File: src/rtl/axi_rdata_dispatch_if.sv
// Bundle of AXI R-channel, ID-FIFO head and decompressor read-data signals
// seen by the read-data dispatcher.
interface axi_rdata_dispatch_if #(
    parameter int NUM_DECOMPRESSOR = 2,
    parameter int DATA_WIDTH       = 512
);
    logic [DATA_WIDTH-1:0]       m_axi_rdata;
    logic                        m_axi_rvalid;
    logic                        m_axi_rlast;
    logic [1:0]                  m_axi_rresp;
    logic                        m_axi_rready;
    logic [NUM_DECOMPRESSOR-1:0] fifo_select;
    logic                        fifo_empty;
    logic                        fifo_rd_en;
    logic [DATA_WIDTH-1:0]       dec_data;
    logic                        dec_last;
    logic [NUM_DECOMPRESSOR-1:0] dec_valid;
    logic [NUM_DECOMPRESSOR-1:0] dec_ready;
    logic                        resp_err;
    logic                        sel_err;
    logic [15:0]                 burst_cnt;

    // Dispatcher side
    modport slave (
        input  m_axi_rdata, m_axi_rvalid, m_axi_rlast, m_axi_rresp,
        input  fifo_select, fifo_empty, dec_ready,
        output m_axi_rready, fifo_rd_en, dec_data, dec_last, dec_valid,
        output resp_err, sel_err, burst_cnt
    );

    // Environment side: AXI slave, ID FIFO and decompressors
    modport master (
        output m_axi_rdata, m_axi_rvalid, m_axi_rlast, m_axi_rresp,
        output fifo_select, fifo_empty, dec_ready,
        input  m_axi_rready, fifo_rd_en, dec_data, dec_last, dec_valid,
        input  resp_err, sel_err, burst_cnt
    );
endinterface

File: src/rtl/axi_rdata_dispatch.sv
// Routes AXI read-data beats to the decompressor that owns the oldest
// outstanding burst, through a single skid-free output register.
module axi_rdata_dispatch #(
    parameter int NUM_DECOMPRESSOR = 2,
    parameter int DATA_WIDTH       = 512
) (
    input logic                  clk,
    input logic                  rst,
    axi_rdata_dispatch_if.slave  bus
);
    typedef enum logic {IDLE = 1'b0, BURST = 1'b1} state_t;

    state_t                      state, state_nxt;
    logic [NUM_DECOMPRESSOR-1:0] sel_q;
    logic                        rready, latch, accept, pop, drain;
    logic                        resp_err_q, sel_err_q;
    logic [15:0]                 burst_cnt_q;

    logic                        vld_p1;
    logic                        last_p1;
    logic [NUM_DECOMPRESSOR-1:0] owner_p1;
    logic [DATA_WIDTH-1:0]       data_p1;

    // An all-zero owner has no consumer, so its beats drain on their own.
    always_comb begin
        drain = vld_p1 & ((owner_p1 == '0) | (|(owner_p1 & bus.dec_ready)));
    end

    always_comb begin
        state_nxt = state;
        rready    = 1'b0;
        latch     = 1'b0;
        case (state)
            IDLE: begin
                if (!bus.fifo_empty) begin
                    state_nxt = BURST;
                    latch     = 1'b1;
                end
            end
            BURST: begin
                rready = ~vld_p1 | drain;
                if (rready && bus.m_axi_rvalid && bus.m_axi_rlast) begin
                    state_nxt = IDLE;
                end
            end
            default: state_nxt = IDLE;
        endcase
    end

    assign accept = bus.m_axi_rvalid & rready;
    assign pop    = accept & bus.m_axi_rlast & ~bus.fifo_empty;

    always_ff @(posedge clk or posedge rst) begin
        if (rst) begin
            state <= IDLE;
        end else begin
            state <= state_nxt;
        end
    end

    always_ff @(posedge clk or posedge rst) begin
        if (rst) begin
            sel_q       <= '0;
            sel_err_q   <= 1'b0;
            resp_err_q  <= 1'b0;
            burst_cnt_q <= '0;
        end else begin
            if (latch) begin
                sel_q <= bus.fifo_select;
                if (!$onehot(bus.fifo_select)) begin
                    sel_err_q <= 1'b1;
                end
            end
            if (accept && (bus.m_axi_rresp != 2'b00)) begin
                resp_err_q <= 1'b1;
            end
            if (accept && bus.m_axi_rlast) begin
                burst_cnt_q <= burst_cnt_q + 16'd1;
            end
        end
    end

    // Stage p1: output register, refilled on accept, emptied on drain
    always_ff @(posedge clk or posedge rst) begin
        if (rst) begin
            vld_p1   <= 1'b0;
            last_p1  <= 1'b0;
            owner_p1 <= '0;
        end else if (accept) begin
            vld_p1   <= 1'b1;
            last_p1  <= bus.m_axi_rlast;
            owner_p1 <= sel_q;
        end else if (drain) begin
            vld_p1   <= 1'b0;
        end
    end

    always_ff @(posedge clk) begin
        if (accept) begin
            data_p1 <= bus.m_axi_rdata;
        end
    end

    assign bus.m_axi_rready = rready;
    assign bus.fifo_rd_en   = pop;
    assign bus.dec_data     = data_p1;
    assign bus.dec_last     = vld_p1 & last_p1;
    assign bus.dec_valid    = vld_p1 ? owner_p1 : '0;
    assign bus.resp_err     = resp_err_q;
    assign bus.sel_err      = sel_err_q;
    assign bus.burst_cnt    = burst_cnt_q;
endmodule

File: src/flat_wrapper.sv
// flat-port wrapper written by rule: the top's interface ports become plain ports
module axi_rdata_dispatch_flat 
#(
    parameter int NUM_DECOMPRESSOR = 2,
    parameter int DATA_WIDTH       = 512
)
  (clk, rst, bus_m_axi_rdata, bus_m_axi_rvalid, bus_m_axi_rlast, bus_m_axi_rresp, bus_fifo_select, bus_fifo_empty, bus_dec_ready, bus_m_axi_rready, bus_fifo_rd_en, bus_dec_data, bus_dec_last, bus_dec_valid, bus_resp_err, bus_sel_err, bus_burst_cnt);
  axi_rdata_dispatch_if #(.NUM_DECOMPRESSOR(NUM_DECOMPRESSOR), .DATA_WIDTH(DATA_WIDTH)) bus_i ();
  input logic clk;
  input logic rst;
  input wire logic [$bits(bus_i.m_axi_rdata)-1:0] bus_m_axi_rdata;
  input wire logic [$bits(bus_i.m_axi_rvalid)-1:0] bus_m_axi_rvalid;
  input wire logic [$bits(bus_i.m_axi_rlast)-1:0] bus_m_axi_rlast;
  input wire logic [$bits(bus_i.m_axi_rresp)-1:0] bus_m_axi_rresp;
  input wire logic [$bits(bus_i.fifo_select)-1:0] bus_fifo_select;
  input wire logic [$bits(bus_i.fifo_empty)-1:0] bus_fifo_empty;
  input wire logic [$bits(bus_i.dec_ready)-1:0] bus_dec_ready;
  output wire logic [$bits(bus_i.m_axi_rready)-1:0] bus_m_axi_rready;
  output wire logic [$bits(bus_i.fifo_rd_en)-1:0] bus_fifo_rd_en;
  output wire logic [$bits(bus_i.dec_data)-1:0] bus_dec_data;
  output wire logic [$bits(bus_i.dec_last)-1:0] bus_dec_last;
  output wire logic [$bits(bus_i.dec_valid)-1:0] bus_dec_valid;
  output wire logic [$bits(bus_i.resp_err)-1:0] bus_resp_err;
  output wire logic [$bits(bus_i.sel_err)-1:0] bus_sel_err;
  output wire logic [$bits(bus_i.burst_cnt)-1:0] bus_burst_cnt;
  assign bus_i.m_axi_rdata = bus_m_axi_rdata;
  assign bus_i.m_axi_rvalid = bus_m_axi_rvalid;
  assign bus_i.m_axi_rlast = bus_m_axi_rlast;
  assign bus_i.m_axi_rresp = bus_m_axi_rresp;
  assign bus_i.fifo_select = bus_fifo_select;
  assign bus_i.fifo_empty = bus_fifo_empty;
  assign bus_i.dec_ready = bus_dec_ready;
  assign bus_m_axi_rready = bus_i.m_axi_rready;
  assign bus_fifo_rd_en = bus_i.fifo_rd_en;
  assign bus_dec_data = bus_i.dec_data;
  assign bus_dec_last = bus_i.dec_last;
  assign bus_dec_valid = bus_i.dec_valid;
  assign bus_resp_err = bus_i.resp_err;
  assign bus_sel_err = bus_i.sel_err;
  assign bus_burst_cnt = bus_i.burst_cnt;
  axi_rdata_dispatch #(.NUM_DECOMPRESSOR(NUM_DECOMPRESSOR), .DATA_WIDTH(DATA_WIDTH)) u_core (.clk(clk), .rst(rst), .bus(bus_i));
endmodule
File: config.mk
export PLATFORM = sky130hd
export DESIGN_NAME = axi_rdata_dispatch_flat
export DESIGN_NICKNAME = d
export VERILOG_FILES = /design/src/rtl/axi_rdata_dispatch_if.sv /design/src/rtl/axi_rdata_dispatch.sv /design/src/flat_wrapper.sv
export SDC_FILE = /design/constraint.sdc
export NUM_CORES = 1
export LEC_CHECK = 0
export BUFFER_PORTS_ARGS = -buffer_cell sky130_fd_sc_hd__buf_2
export CAP_MARGIN = 20
export CORE_AREA = 2 2 417 419
export DETAILED_ROUTE_END_ITERATION = 10
export DIE_AREA = 0 0 419 421
export PLACE_DENSITY = 0.34
export SYNTH_ARGS = -nofsm -noshare
export SYNTH_HDL_FRONTEND = slang
export SYNTH_SLANG_ARGS = --single-unit
File: constraint.sdc
create_clock -name clk -period 15.6 [get_ports clk]
set_input_delay 0 -clock clk [delete_from_list [all_inputs] [get_ports clk]]
set_output_delay 0 -clock clk [all_outputs]
set_load 0.03 [all_outputs]
==> results of run 1 <==
-- power groups by stage --
stage | registers (uW) | logic, uW | clock network (uW)
floorplan | 2670 | 169 | 0
global placement | 2070 | 1310 | 0
detailed placement | 2070 | 1310 | 0
CTS | 2050 | 1470 | 1800
global route | 2070 | 1480 | 1860
finish | 2050 | 1410 | 1730
-- Yosys cell counts (2+ instances only) --
cell type,instances
nor2_1,5
inv_1,4
mux2_2,3
and3_2,2
nand4_1,2
dfrtp_1,25
nand3_2,3
buf_6,2
and2_2,4
edfxtp_1,512
nand3_1,4
nor4_2,4
xor2_1,6
and3_1,2
and2_1,2
xnor2_1,10
nand2_1,14
-- worst max-delay path: cells and delay by family (launching register included) --
family / cells / cell delay, ps
buf+inv: 4 / 2760
flops: 1 / 440
compound gates: 1 / 210
simple gates: 1 / 240
-- stage by stage --
step	cell area [um^2]	setup WS (ps)	hold slack, ps	power [uW]	cells
floorplan	16700	8640	27.3	2840	622
global placement	24900	11130	177	3390	4007
detailed placement	24900	11070	90.1	3390	4008
CTS	34000	11050	0.106	5320	4806
global route	34100	10910	15.3	5410	4823
finish	34100	11370	57.9	5190	4839
-- kinds of logic after synthesis --
logic type	Yosys count
AO/OA/AOI/OAI	10
XOR/XNOR	16
adder cells (fa/ha/maj)	1
buffers and inverters	7
flip-flops	537
multiplexers	3
AND/OR/NAND/NOR	48
-- per-layer routing --
metal	wire (um)	up-vias
li1	-	6153
met1	46800	6931
met2	55500	674
met3	11600	186
met4	2240	86
met5	532	-
-- worst min-delay path by stage --
| stage | cells after the start | from | end | slack (ps) |
|---|---|---|---|---|
| floorplan | 1 | rst | u_core.bus.burst_cnt[0] | 30 |
| global placement | 1 | bus_m_axi_rdata[235] | u_core.bus.dec_data[235] | 180 |
| detailed placement | 2 | rst | u_core.bus.sel_err | 90 |
| CTS | 2 | bus_m_axi_rdata[483] | u_core.bus.dec_data[483] | 0.1 |
| global route | 2 | bus_m_axi_rdata[219] | u_core.bus.dec_data[219] | 20 |
| finish | 2 | bus_m_axi_rdata[140] | u_core.bus.dec_data[140] | 60 |
-- state kept, by name, indices dropped and copies added (netlist names) --
name	count
u_core.last_p1	1
u_core.owner_p1	2
u_core.state	1
u_core.bus.dec_data	512
u_core.bus.resp_err	1
u_core.sel_q	2
u_core.vld_p1	1
u_core.bus.burst_cnt	16
u_core.bus.sel_err	1
-- area by class of cell --
type | instances | area [um^2]
Sequential cell | 537 | 16000
Multi-Input combinational cell | 78 | 609
Antenna cell | 33 | 82.6
Inverter | 5 | 26.3
Tap cell | 2325 | 2910
Timing Repair Buffer | 1731 | 12100
Clock buffer | 87 | 1880
Clock inverter | 43 | 533
Fill cell | 18700 | 138000
==> flow_metrics.env, run 1 <==
export IMPL_crit_path_max_incr_delay_ps=810
export IMPL_drive_gt1_share_pct=47.9
export IMPL_die_height_um=421
export IMPL_clockRootBuffer="clkbuf_16"
export IMPL_antenna_found_initial=106
export IMPL_fin_skew_ps=40.2
export IMPL_crit_path_start_kind="flop"
export IMPL_synth_top_cell_by_area="edfxtp_1"
export IMPL_clk_latency_ps=650
export IMPL_grt_overflow=0
export IMPL_start_util_pct=9.65
export IMPL_cp_required_ps=15870
export IMPL_synth_fa_ha_area_share_pct=0.0751
export IMPL_die_area_um2=176000
export IMPL_gp_congestion=0.897
export IMPL_yosys_top_cells_area="edfxtp_1, dfrtp_1, xnor2_1, nand2_1, xor2_1"
export IMPL_path_cells="nor2_2 -> o31ai_4 -> inv_8 -> buf_12 -> buf_4 -> buf_4"
export IMPL_ctsHoldBuffers=668
export IMPL_wl_per_cell_um=24.1
export IMPL_clock_sinks=537
export IMPL_power_share_clock_pct=33.3
export IMPL_hold_path_class="in2reg"
export IMPL_cts_tree="done"
export IMPL_post_route_period_util_pct=27.1
export IMPL_rows=153
export IMPL_die_x_um=419
export IMPL_crit_type="reg2reg"
export IMPL_first_pass_iters=5
export IMPL_seqPwrFrac_pct=39.5
export IMPL_vdd_drop_max_v=0.0000744
export IMPL_synth_warning_count=0
export IMPL_ys_seq_area_share_pct=96.1
export IMPL_grt_pass1_wl_mm=146
export IMPL_maxSlewViolCount=0
export IMPL_reg2reg_from="u_core.owner_p1[0]"
export IMPL_p_per_area_nw_per_um2=152
export IMPL_grt_busiest_layer="met2"
export IMPL_syn_to_final_growth_pct=105
export IMPL_drc_errors=0
export IMPL_synth_edff_count=512
export IMPL_yosys_cell_types_count=35
export IMPL_synthMuxAreaShare_pct=0.203
export IMPL_mostFrequentLayoutCells="buf_2, dlygate4sd3_1, edfxtp_1"
export IMPL_synth_avg_cell_area_um2=26.8
export IMPL_vias=14000
export IMPL_drt_wl_total_mm=117
export IMPL_status="finished, final reports clean"
export IMPL_synthCells=622
export IMPL_tns_ps=0
export IMPL_maxCapViolCount=0
export IMPL_cp_startpoint="u_core.owner_p1[0]"
export IMPL_synth_simple_gate_area_share_pct=1.89
export IMPL_grt_util_met3_pct=5.24
export IMPL_hold_viol=0
export IMPL_cts_clk_slew_worst_paths_ps=60
export IMPL_vias_per_cell=2.90
export IMPL_r2r_slack_ps=11370
export IMPL_ios=1058
export IMPL_use_met2_pct=21.1
export IMPL_cp_max_fo=142
export IMPL_final_nets=2949
export IMPL_grt_pass1_vias=14300
export IMPL_core_um2=172000
export IMPL_rsz0062_at_grt="false"
export IMPL_cts_resized=0
export IMPL_synth_compound_area_share_pct=0.654
export IMPL_synth_seq_cells=537
export IMPL_power_static_leakage_uw=0.0136
export IMPL_htreeDepth=3
export IMPL_dp_hpwl_mm=95.8
export IMPL_cp_end_kind="flop"
export IMPL_use_met1_pct=15.3
export IMPL_mostFrequentLayoutCell="buf_2"
export IMPL_yosys_area_top_type_share_pct=92.3
export IMPL_arrival_ps=4510
export IMPL_fmax_mhz=236
export IMPL_synth_top_family_by_area="simple AND/OR/NAND/NOR gates"
export IMPL_syn_nets=1146
export IMPL_post_cts_buffers=0
export IMPL_first_iter_violations=963
export IMPL_io_buffers=1057
export IMPL_worstMarginPinSlew_ps=1110
export IMPL_async_flop_share_pct=4.66
export IMPL_slowest_stage="buf_4"
export IMPL_final_util_pct=19.8
export IMPL_r2r_end="u_core.bus.dec_data[261]"
export IMPL_p_sw_uw=1860
export IMPL_netSwitchingFraction_pct=35.9
export IMPL_intPower_uw=3320
export IMPL_finalCriticalPeriod_ps=4230
export IMPL_comb_power_share_pct=27.2
export IMPL_cts_buffers=72
export IMPL_groute_usage_overall_pct=12.7
export IMPL_syn_cell_area_um2=16700
export IMPL_synth_xor_area_share_pct=0.842
export IMPL_cts_path_max_buffers=3
export IMPL_grt_max_degree=143
export IMPL_cp_endpoint="u_core.bus.dec_data[261]"
export IMPL_ant_nets=0
export IMPL_report_final_setup_viol=0
export IMPL_max_slew_margin_rel_pct=25.8
export IMPL_reg2reg_depth=6
export IMPL_ys_flop_type="edfxtp_1"
export IMPL_crit_top_cell="buf_4"
(Power assumes the default switching activity.)
==> inputs of run 2 (changes only) <==
- PLACE_DENSITY: 0.34 -> 0.35
- clock period: 15.6 -> 3.55 ns (I/O delays scaled with it)
==> run 2 against run 1 <==
Compared with the run above: global-route usage barely moved; register-to-register slack worse by 11000 ps; sequential share of layout area increased by 0.078 points; combinational power grew to 4.4 times the previous value; clock power rose to 4.1 times the previous value; clock-buffer cell count fell by 9; fmax up 54%; non-clock buffer count grew 9; clock skew down 4.1 ps; die area unchanged.
==> flow_metrics.env, run 2 (synthesis results as in run 1) <==
export IMPL_vias_per_cell=2.95
export IMPL_comb_power_share_pct=27.6
export IMPL_status="finished, final reports clean"
export IMPL_die_height_um=421
export IMPL_grt_pass1_vias=14500
export IMPL_fin_area_um2=34000
export IMPL_cts_path_max_buffers=3
export IMPL_mostFrequentLayoutCell="buf_2"
export IMPL_max_slew_margin_rel_pct=57.2
export IMPL_rows=153
export IMPL_maxCapViolCount=0
export IMPL_cp_max_fo=134
export IMPL_arrival_ps=3130
export IMPL_drt_met1_wl_mm=47.9
export IMPL_fmax_mhz=364
export IMPL_first_iter_violations=1156
export IMPL_p_sw_uw=8070
export IMPL_maxSlewViolCount=0
export IMPL_ios=1058
export IMPL_vdd_drop_max_v=0.000374
export IMPL_fin_skew_ps=36.1
export IMPL_io_buffers=1057
export IMPL_die_area_um2=176000
export IMPL_gp_congestion=0.931
export IMPL_hold_path_class="in2reg"
export IMPL_die_x_um=419
export IMPL_vias=14200
export IMPL_cp_buffers_inverters=2
export IMPL_seqPwrFrac_pct=40.5
export IMPL_final_util_pct=19.7
export IMPL_intPower_uw=14400
export IMPL_fin_hold_ws_ps=68.8
export IMPL_netSwitchingFraction_pct=35.9
export IMPL_cts_buffers=67
export IMPL_groute_usage_overall_pct=12.7
export IMPL_crit_type="reg2reg"
export IMPL_cp_required_ps=3930
export IMPL_cts_resized=0
export IMPL_start_util_pct=9.65
export IMPL_final_nets=2953
export IMPL_cts_tree="done"
export IMPL_htreeDepth=3
export IMPL_dp_hpwl_mm=97.1
export IMPL_clock_sinks=537
export IMPL_tns_ps=0
export IMPL_wl_per_cell_um=24.2
export IMPL_ant_nets=0
export IMPL_cts_clk_slew_worst_paths_ps=60
export IMPL_core_um2=172000
export IMPL_drive_gt1_share_pct=48.0
export IMPL_power_static_leakage_uw=0.0136
export IMPL_report_final_setup_viol=0
export IMPL_top_layer="met5"
export IMPL_worstMarginPinSlew_ps=642
export IMPL_power_share_clock_pct=31.9
export IMPL_mostFrequentLayoutCells="buf_2, dlygate4sd3_1, edfxtp_1"
export IMPL_grt_max_degree=135
export IMPL_r2r_slack_ps=800
export IMPL_path_cells="a21bo_4 -> o31ai_4 -> clkinv_16 -> buf_4"
export IMPL_antenna_found_initial=67
export IMPL_placed_cell_area_um2=25100
export IMPL_largest_reg_flops=512
export IMPL_slowest_stage="o31ai_4"
export IMPL_hold_viol=0
export IMPL_cp_top_family="buffers and inverters"
export IMPL_route_met3_wl_mm=9.97
export IMPL_rsz0062_at_grt="false"
export IMPL_drt_wl_total_mm=117
export IMPL_grt_pass1_wl_mm=146
export IMPL_post_route_period_util_pct=77.5
export IMPL_first_pass_iters=4
export IMPL_wl_met2_mm=54.5
export IMPL_syn_to_final_growth_pct=104
export IMPL_clockRootBuffer="clkbuf_16"
export IMPL_crit_path_start_kind="flop"
export IMPL_cp_end_kind="flop"
export IMPL_p_per_area_nw_per_um2=660
export IMPL_clk_latency_ps=660
export IMPL_grt_overflow=0
export IMPL_drc_errors=0
export IMPL_crit_path_max_incr_delay_ps=580
export IMPL_finalCriticalPeriod_ps=2750
==> run 2: changes by cell type in the layout (fill, tap and decap cells not counted), moves of 3 or more <==
cell,delta
buf_12,+4
buf_4,+6
clkbuf_1,-3
clkbuf_16,-6
clkinv_2,-5
diode_2,-12
==> run 2: layer usage <==
| layer | global-route usage, % | vias to the layer above |
|---|---|---|
| li1 | - | 6144 |
| met1 | 15.7 | 7186 |
| met2 | 20.4 | 709 |
| met3 | 4.36 | 157 |
| met4 | 4.76 | 32 |
| met5 | 0.465 | - |
==> run 2: timing repair <==
item / 4_1_cts / 5_1_grt
buffers inserted: 0 / 0
hold buffers: 667 / 0
setup endpoints to repair: 0 / 0
endpoints found under the hold margin: 556 / 0
==> run 2: through the flow <==
| step | cells | worst slack [ps] | total power, uW |
|---|---|---|---|
| floorplan | 622 | 120 | 12200 |
| global placement | 4017 | 809 | 14900 |
| detailed placement | 4018 | 811 | 14900 |
| CTS | 4802 | 851 | 22900 |
| global route | 4816 | 704 | 23300 |
| finish | 4823 | 800 | 22500 |
==> run 2: cell type report <==
cell class / instances / area [um^2]
diodes: 21 / 52.6
clock buffers: 78 / 1720
clock inverters: 39 / 534
fillers: 18700 / 138000
inverters: 5 / 45.0
multi-input cells: 78 / 609
flip-flops and latches: 537 / 16000
well taps: 2325 / 2910
repair buffers: 1740 / 12200
==> run 2: path summary, 6_finish.rpt <==
| check | end | from | cells past startpoint |
|---|---|---|---|
| min in group asynchronous | u_core.bus.sel_err | rst | 4 |
| setup / recovery | u_core.bus.dec_data[423] | u_core.owner_p1[0] | 4 |
| hold / removal | u_core.bus.dec_data[329] | bus_m_axi_rdata[329] | 2 |
| hold reg to reg | u_core.bus.sel_err | u_core.bus.sel_err | 1 |
| max in group asynchronous | u_core.bus.burst_cnt[2] | rst | 5 |
| setup reg to reg | u_core.bus.dec_data[423] | u_core.owner_p1[0] | 4 |
==> run 2: worst register-to-register path: stages (launching register included) <==
cell and delay [ps]:
dfrtp_1 430, a21bo_4 260, o31ai_4 580, clkinv_16 510
buf_4 680
==> run 2: power by group through the flow <==
stage / Clock (uW) / Sequential, uW / Combinational, uW
2_1_floorplan: 0 / 11400 / 754
3_3_place_gp: 0 / 9210 / 5720
3_5_place_dp: 0 / 9190 / 5690
4_1_cts: 7400 / 9100 / 6370
5_1_grt: 7640 / 9190 / 6450
6_report: 7160 / 9090 / 6200
==> inputs of run 3 (changes only) <==
- ABC_AREA: not set -> 1
- CORE_AREA: 2 2 417 419 -> 2 2 407 409
- DIE_AREA: 0 0 419 421 -> 0 0 409 411
- PLACE_DENSITY: 0.35 -> 0.36
- clock period: 3.55 -> 2.2 ns (I/O delays scaled with it)
==> run 3 against run 2 <==
Compared with the run above: the flow now stops in 4_1_cts; area after synthesis grew 0.96%; synthesized cell count grew 13%.
==> flow_metrics.env, run 3 <==
export IMPL_yosys_top_cells_area="edfxtp_1, dfrtp_1, nand2_1, inv_1, xor2_1"
export IMPL_synthTopCellsByCount="edfxtp_1, nand2_1, inv_1"
export IMPL_dp_hpwl_mm=72.1
export IMPL_synth_edff_count=512
export IMPL_syn_nets=1226
export IMPL_cts_path_max_buffers=3
export IMPL_ys_seq_area_share_pct=95.2
export IMPL_clockRootBuffer="clkbuf_16"
export IMPL_post_cts_buffers=0
export IMPL_ctsHoldBuffers=821
export IMPL_synth_warning_count=0
export IMPL_ios=1058
export IMPL_die_x_um=409
export IMPL_synth_avg_cell_area_um2=23.9
export IMPL_stop_stage="4_1_cts"
export IMPL_htreeDepth=3
export IMPL_synth_seq_cells=537
export IMPL_syn_cell_area_um2=16800
export IMPL_cts_buffers=69
export IMPL_async_flop_share_pct=4.66
export IMPL_yosys_cell_types_count=21
export IMPL_start_util_pct=10.3
export IMPL_gp_congestion=0.821
export IMPL_yosys_area_top_type_share_pct=91.5
export IMPL_placed_cell_area_um2=25200
export IMPL_ys_flop_type="edfxtp_1"
export IMPL_die_height_um=411
export IMPL_toolErrorMsg="[ERROR RSZ-0060] Max buffer count reached."
export IMPL_synth_top_cell_by_area="edfxtp_1"
export IMPL_rows=149
export IMPL_synthCells=702
export IMPL_cts_resized=0
export IMPL_clock_sinks=537
export IMPL_io_buffers=1057
export IMPL_status="did not finish"
export IMPL_synth_most_common_cell="edfxtp_1"
## run 3: cell families after synthesis
family,count (synthesis),share of synthesized area [%]
buffers and inverters,29,0.759
AND/OR/NAND/NOR,107,2.92
flip-flops,537,95.2
XOR/XNOR,8,0.417
AO/OA/AOI/OAI,20,0.655
adder cells (fa/ha/maj),1,0.0744
## run 3: stage by stage
step	std cells	worst slack (ps)	TNS [ps]	hold slack (ps)	utilization, %
3_5_place_dp	3975	284	0	112	15.4
2_1_floorplan	702	-6800	-3348770	27.3	-
3_3_place_gp	3975	282	0	113	15.4
==> inputs of run 4 (changes only) <==
- CORE_AREA: 2 2 407 409 -> 2 2 417 419
- DIE_AREA: 0 0 409 411 -> 0 0 419 421
- PLACE_DENSITY: 0.36 -> not set
- PLACE_DENSITY_LB_ADDON: not set -> 0.15
- clock period: 2.2 -> 2.86 ns (I/O delays scaled with it)
==> run 4 against run 3 <==
Compared with the run above: the run now ends clean; synthesized cell count stayed put; area after synthesis stayed put.
==> flow_metrics.env, run 4 <==
export IMPL_status="finished, final reports clean"
export IMPL_first_pass_iters=6
export IMPL_die_height_um=421
export IMPL_io_buffers=1057
export IMPL_fillers=18700
export IMPL_cts_path_max_buffers=3
export IMPL_gp_congestion=0.854
export IMPL_maxSlewViolCount=0
export IMPL_synthTopCellsByCount="edfxtp_1, nand2_1, inv_1"
export IMPL_post_route_period_util_pct=80.1
export IMPL_first_iter_violations=761
export IMPL_post_cts_buffers=0
export IMPL_synth_simple_gate_area_share_pct=2.92
export IMPL_crit_path_max_incr_delay_ps=570
export IMPL_ctsHoldBuffers=843
export IMPL_drc_errors=0
export IMPL_reg2reg_depth=9
export IMPL_synth_xor_area_share_pct=0.417
export IMPL_cts_tree="done"
export IMPL_syn_to_final_growth_pct=115
export IMPL_vdd_drop_max_v=0.000474
export IMPL_crit_type="reg2reg"
export IMPL_htreeDepth=3
export IMPL_dp_hpwl_mm=75.3
export IMPL_rows=153
export IMPL_yosys_cell_types_count=21
export IMPL_grt_max_degree=69
export IMPL_dpl_cell_count=4103
export IMPL_grt_pass1_vias=16200
export IMPL_max_slew_margin_rel_pct=59.1
export IMPL_r2r_end="u_core.bus.resp_err"
export IMPL_synth_avg_cell_area_um2=23.9
export IMPL_synth_top_cell_by_area="edfxtp_1"
export IMPL_rsz0062_at_grt="false"
export IMPL_ant_nets=0
export IMPL_hold_viol=0
export IMPL_clk_latency_ps=670
export IMPL_clock_sinks=537
export IMPL_path_cells="inv_1 -> nand2_1 -> nand4_2 -> nand2_4 -> nor2_4 -> buf_12 -> o21ai_0 -> dlygate4sd3_1 -> nand2_1"
export IMPL_cp_max_fo=62
export IMPL_grt_overflow=0
export IMPL_die_x_um=419
export IMPL_crit_path_start_kind="flop"
export IMPL_synthMuxAreaShare_pct=0
export IMPL_grt_pass1_wl_mm=127
export IMPL_r2r_slack_ps=570
export IMPL_synthCells=702
export IMPL_wl_per_cell_um=18.7
export IMPL_drive_gt1_share_pct=43.7
export IMPL_cts_clk_slew_worst_paths_ps=60
export IMPL_slowest_stage="dlygate4sd3_1"
export IMPL_vias=14700
export IMPL_drt_wl_total_mm=95.1
export IMPL_finalCriticalPeriod_ps=2290
export IMPL_report_final_setup_viol=0
export IMPL_stdcell_count=5097
export IMPL_hold_path_class="in2reg"
export IMPL_ys_seq_area_share_pct=95.2
export IMPL_power_uw=28000
export IMPL_core_um2=172000
export IMPL_reg2reg_from="u_core.owner_p1[1]"
export IMPL_ys_flop_type="edfxtp_1"
export IMPL_syn_cell_area_um2=16800
export IMPL_power_static_leakage_uw=0.0145
export IMPL_synth_top_family_by_area="simple AND/OR/NAND/NOR gates"
export IMPL_die_area_um2=176000
export IMPL_synth_edff_count=512
export IMPL_hold_path_end="u_core.bus.dec_data[238]"
export IMPL_cts_resized=0
export IMPL_p_per_area_nw_per_um2=777
export IMPL_final_util_pct=20.9
export IMPL_arrival_ps=2890
export IMPL_synth_most_common_cell="edfxtp_1"
export IMPL_yosys_top_cells_area="edfxtp_1, dfrtp_1, nand2_1, inv_1, xor2_1"
export IMPL_cts_buffers=75
export IMPL_crit_top_cell="nand2_1"
export IMPL_cp_required_ps=3460
export IMPL_synth_warning_count=0
export IMPL_groute_usage_overall_pct=10.4
export IMPL_ios=1058
export IMPL_cp_buffers_inverters=3
export IMPL_multi_input_area_um2=693
export IMPL_vias_per_cell=2.89
export IMPL_cp_top_family="buffers and inverters"
export IMPL_synth_compound_area_share_pct=0.655
export IMPL_tns_ps=0
export IMPL_synth_seq_cells=537
export IMPL_largest_reg_flops=512
export IMPL_fin_skew_ps=40.8
export IMPL_synth_fa_ha_area_share_pct=0.0744
export IMPL_antenna_found_initial=36
export IMPL_hp_start="bus_m_axi_rdata[238]"
export IMPL_min_path_cells=2
export IMPL_clockRootBuffer="clkbuf_16"
export IMPL_syn_nets=1226
export IMPL_mostFrequentLayoutCells="buf_2, dlygate4sd3_1, edfxtp_1"
export IMPL_worstMarginPinSlew_ps=612
export IMPL_final_nets=3222
export IMPL_yosys_area_top_type_share_pct=91.5
export IMPL_start_util_pct=9.75
export IMPL_cp_end_kind="flop"
export IMPL_async_flop_share_pct=4.66
export IMPL_mostFrequentLayoutCell="buf_2"
export IMPL_path_depth=9
export IMPL_maxCapViolCount=0
export IMPL_fmax_mhz=436
export IMPL_register_area_um2=16000
-- run 4: layout make-up --
cell class                      instances  area share, %
Tap cell                             2325           8.07
Sequential cell                       537           44.4
Antenna cell                           15          0.104
Inverter                               26          0.271
Timing Repair Buffer                 1922           38.8
Clock inverter                         46           1.08
Clock buffer                           90           5.42
Multi-Input combinational cell        136           1.92
-- run 4: through the flow --
step | instance area (um^2) | hold slack [ps] | setup slack [ps]
5_1_grt | 36000 | 9.43 | 393
6_report | 36100 | 78.7 | 568
2_1_floorplan | 16800 | 27.3 | -6140
3_3_place_gp | 25200 | 108 | 702
3_5_place_dp | 25200 | 116 | 729
4_1_cts | 36000 | 0.229 | 518
-- run 4: worst reg2reg max path, cell delays in order, from the launching register on --
cell and delay (ps):
dfrtp_1 390, inv_1 80, nand2_1 70, nand4_2 120
nand2_4 110, nor2_4 250, buf_12 350, o21ai_0 210
dlygate4sd3_1 570, nand2_1 60
-- run 4: how the worst max path moves through the flow --
stage                                  start                  endpoint
final                     u_core.owner_p1[1]       u_core.bus.resp_err
after floorplan           u_core.owner_p1[1]       u_core.bus.resp_err
after detailed placement  u_core.owner_p1[0]  u_core.bus.dec_data[420]
after global placement    u_core.owner_p1[1]  u_core.bus.dec_data[449]
after global routing      u_core.owner_p1[1]       u_core.bus.resp_err
after CTS                 u_core.owner_p1[1]       u_core.bus.resp_err
-- run 4: routing by layer --
layer,up-vias,wire (um),GRT usage (%)
met1,7290,36500,11.7
met5,-,111,0
met4,18,3250,3.86
met3,146,7220,3.17
li1,6749,-,-
met2,546,48000,18.4
-- run 4: power breakdown --
group          internal, uW  switching (uW)  total [uW]
clock network          5200            3840        9040
registers             10600             648       11200
logic                  2280            5450        7730
-- run 4: cell families (layout without fill, tap and decap cells) --
logic type	after synthesis	after routing
DFF	537	537
and+or+nand+nor	107	107
buffers and inverters	29	2084
AOI/OAI and AO/OA	20	20
xor gates and xnor gates	8	8
adders and majority gates	1	1
other	0	15
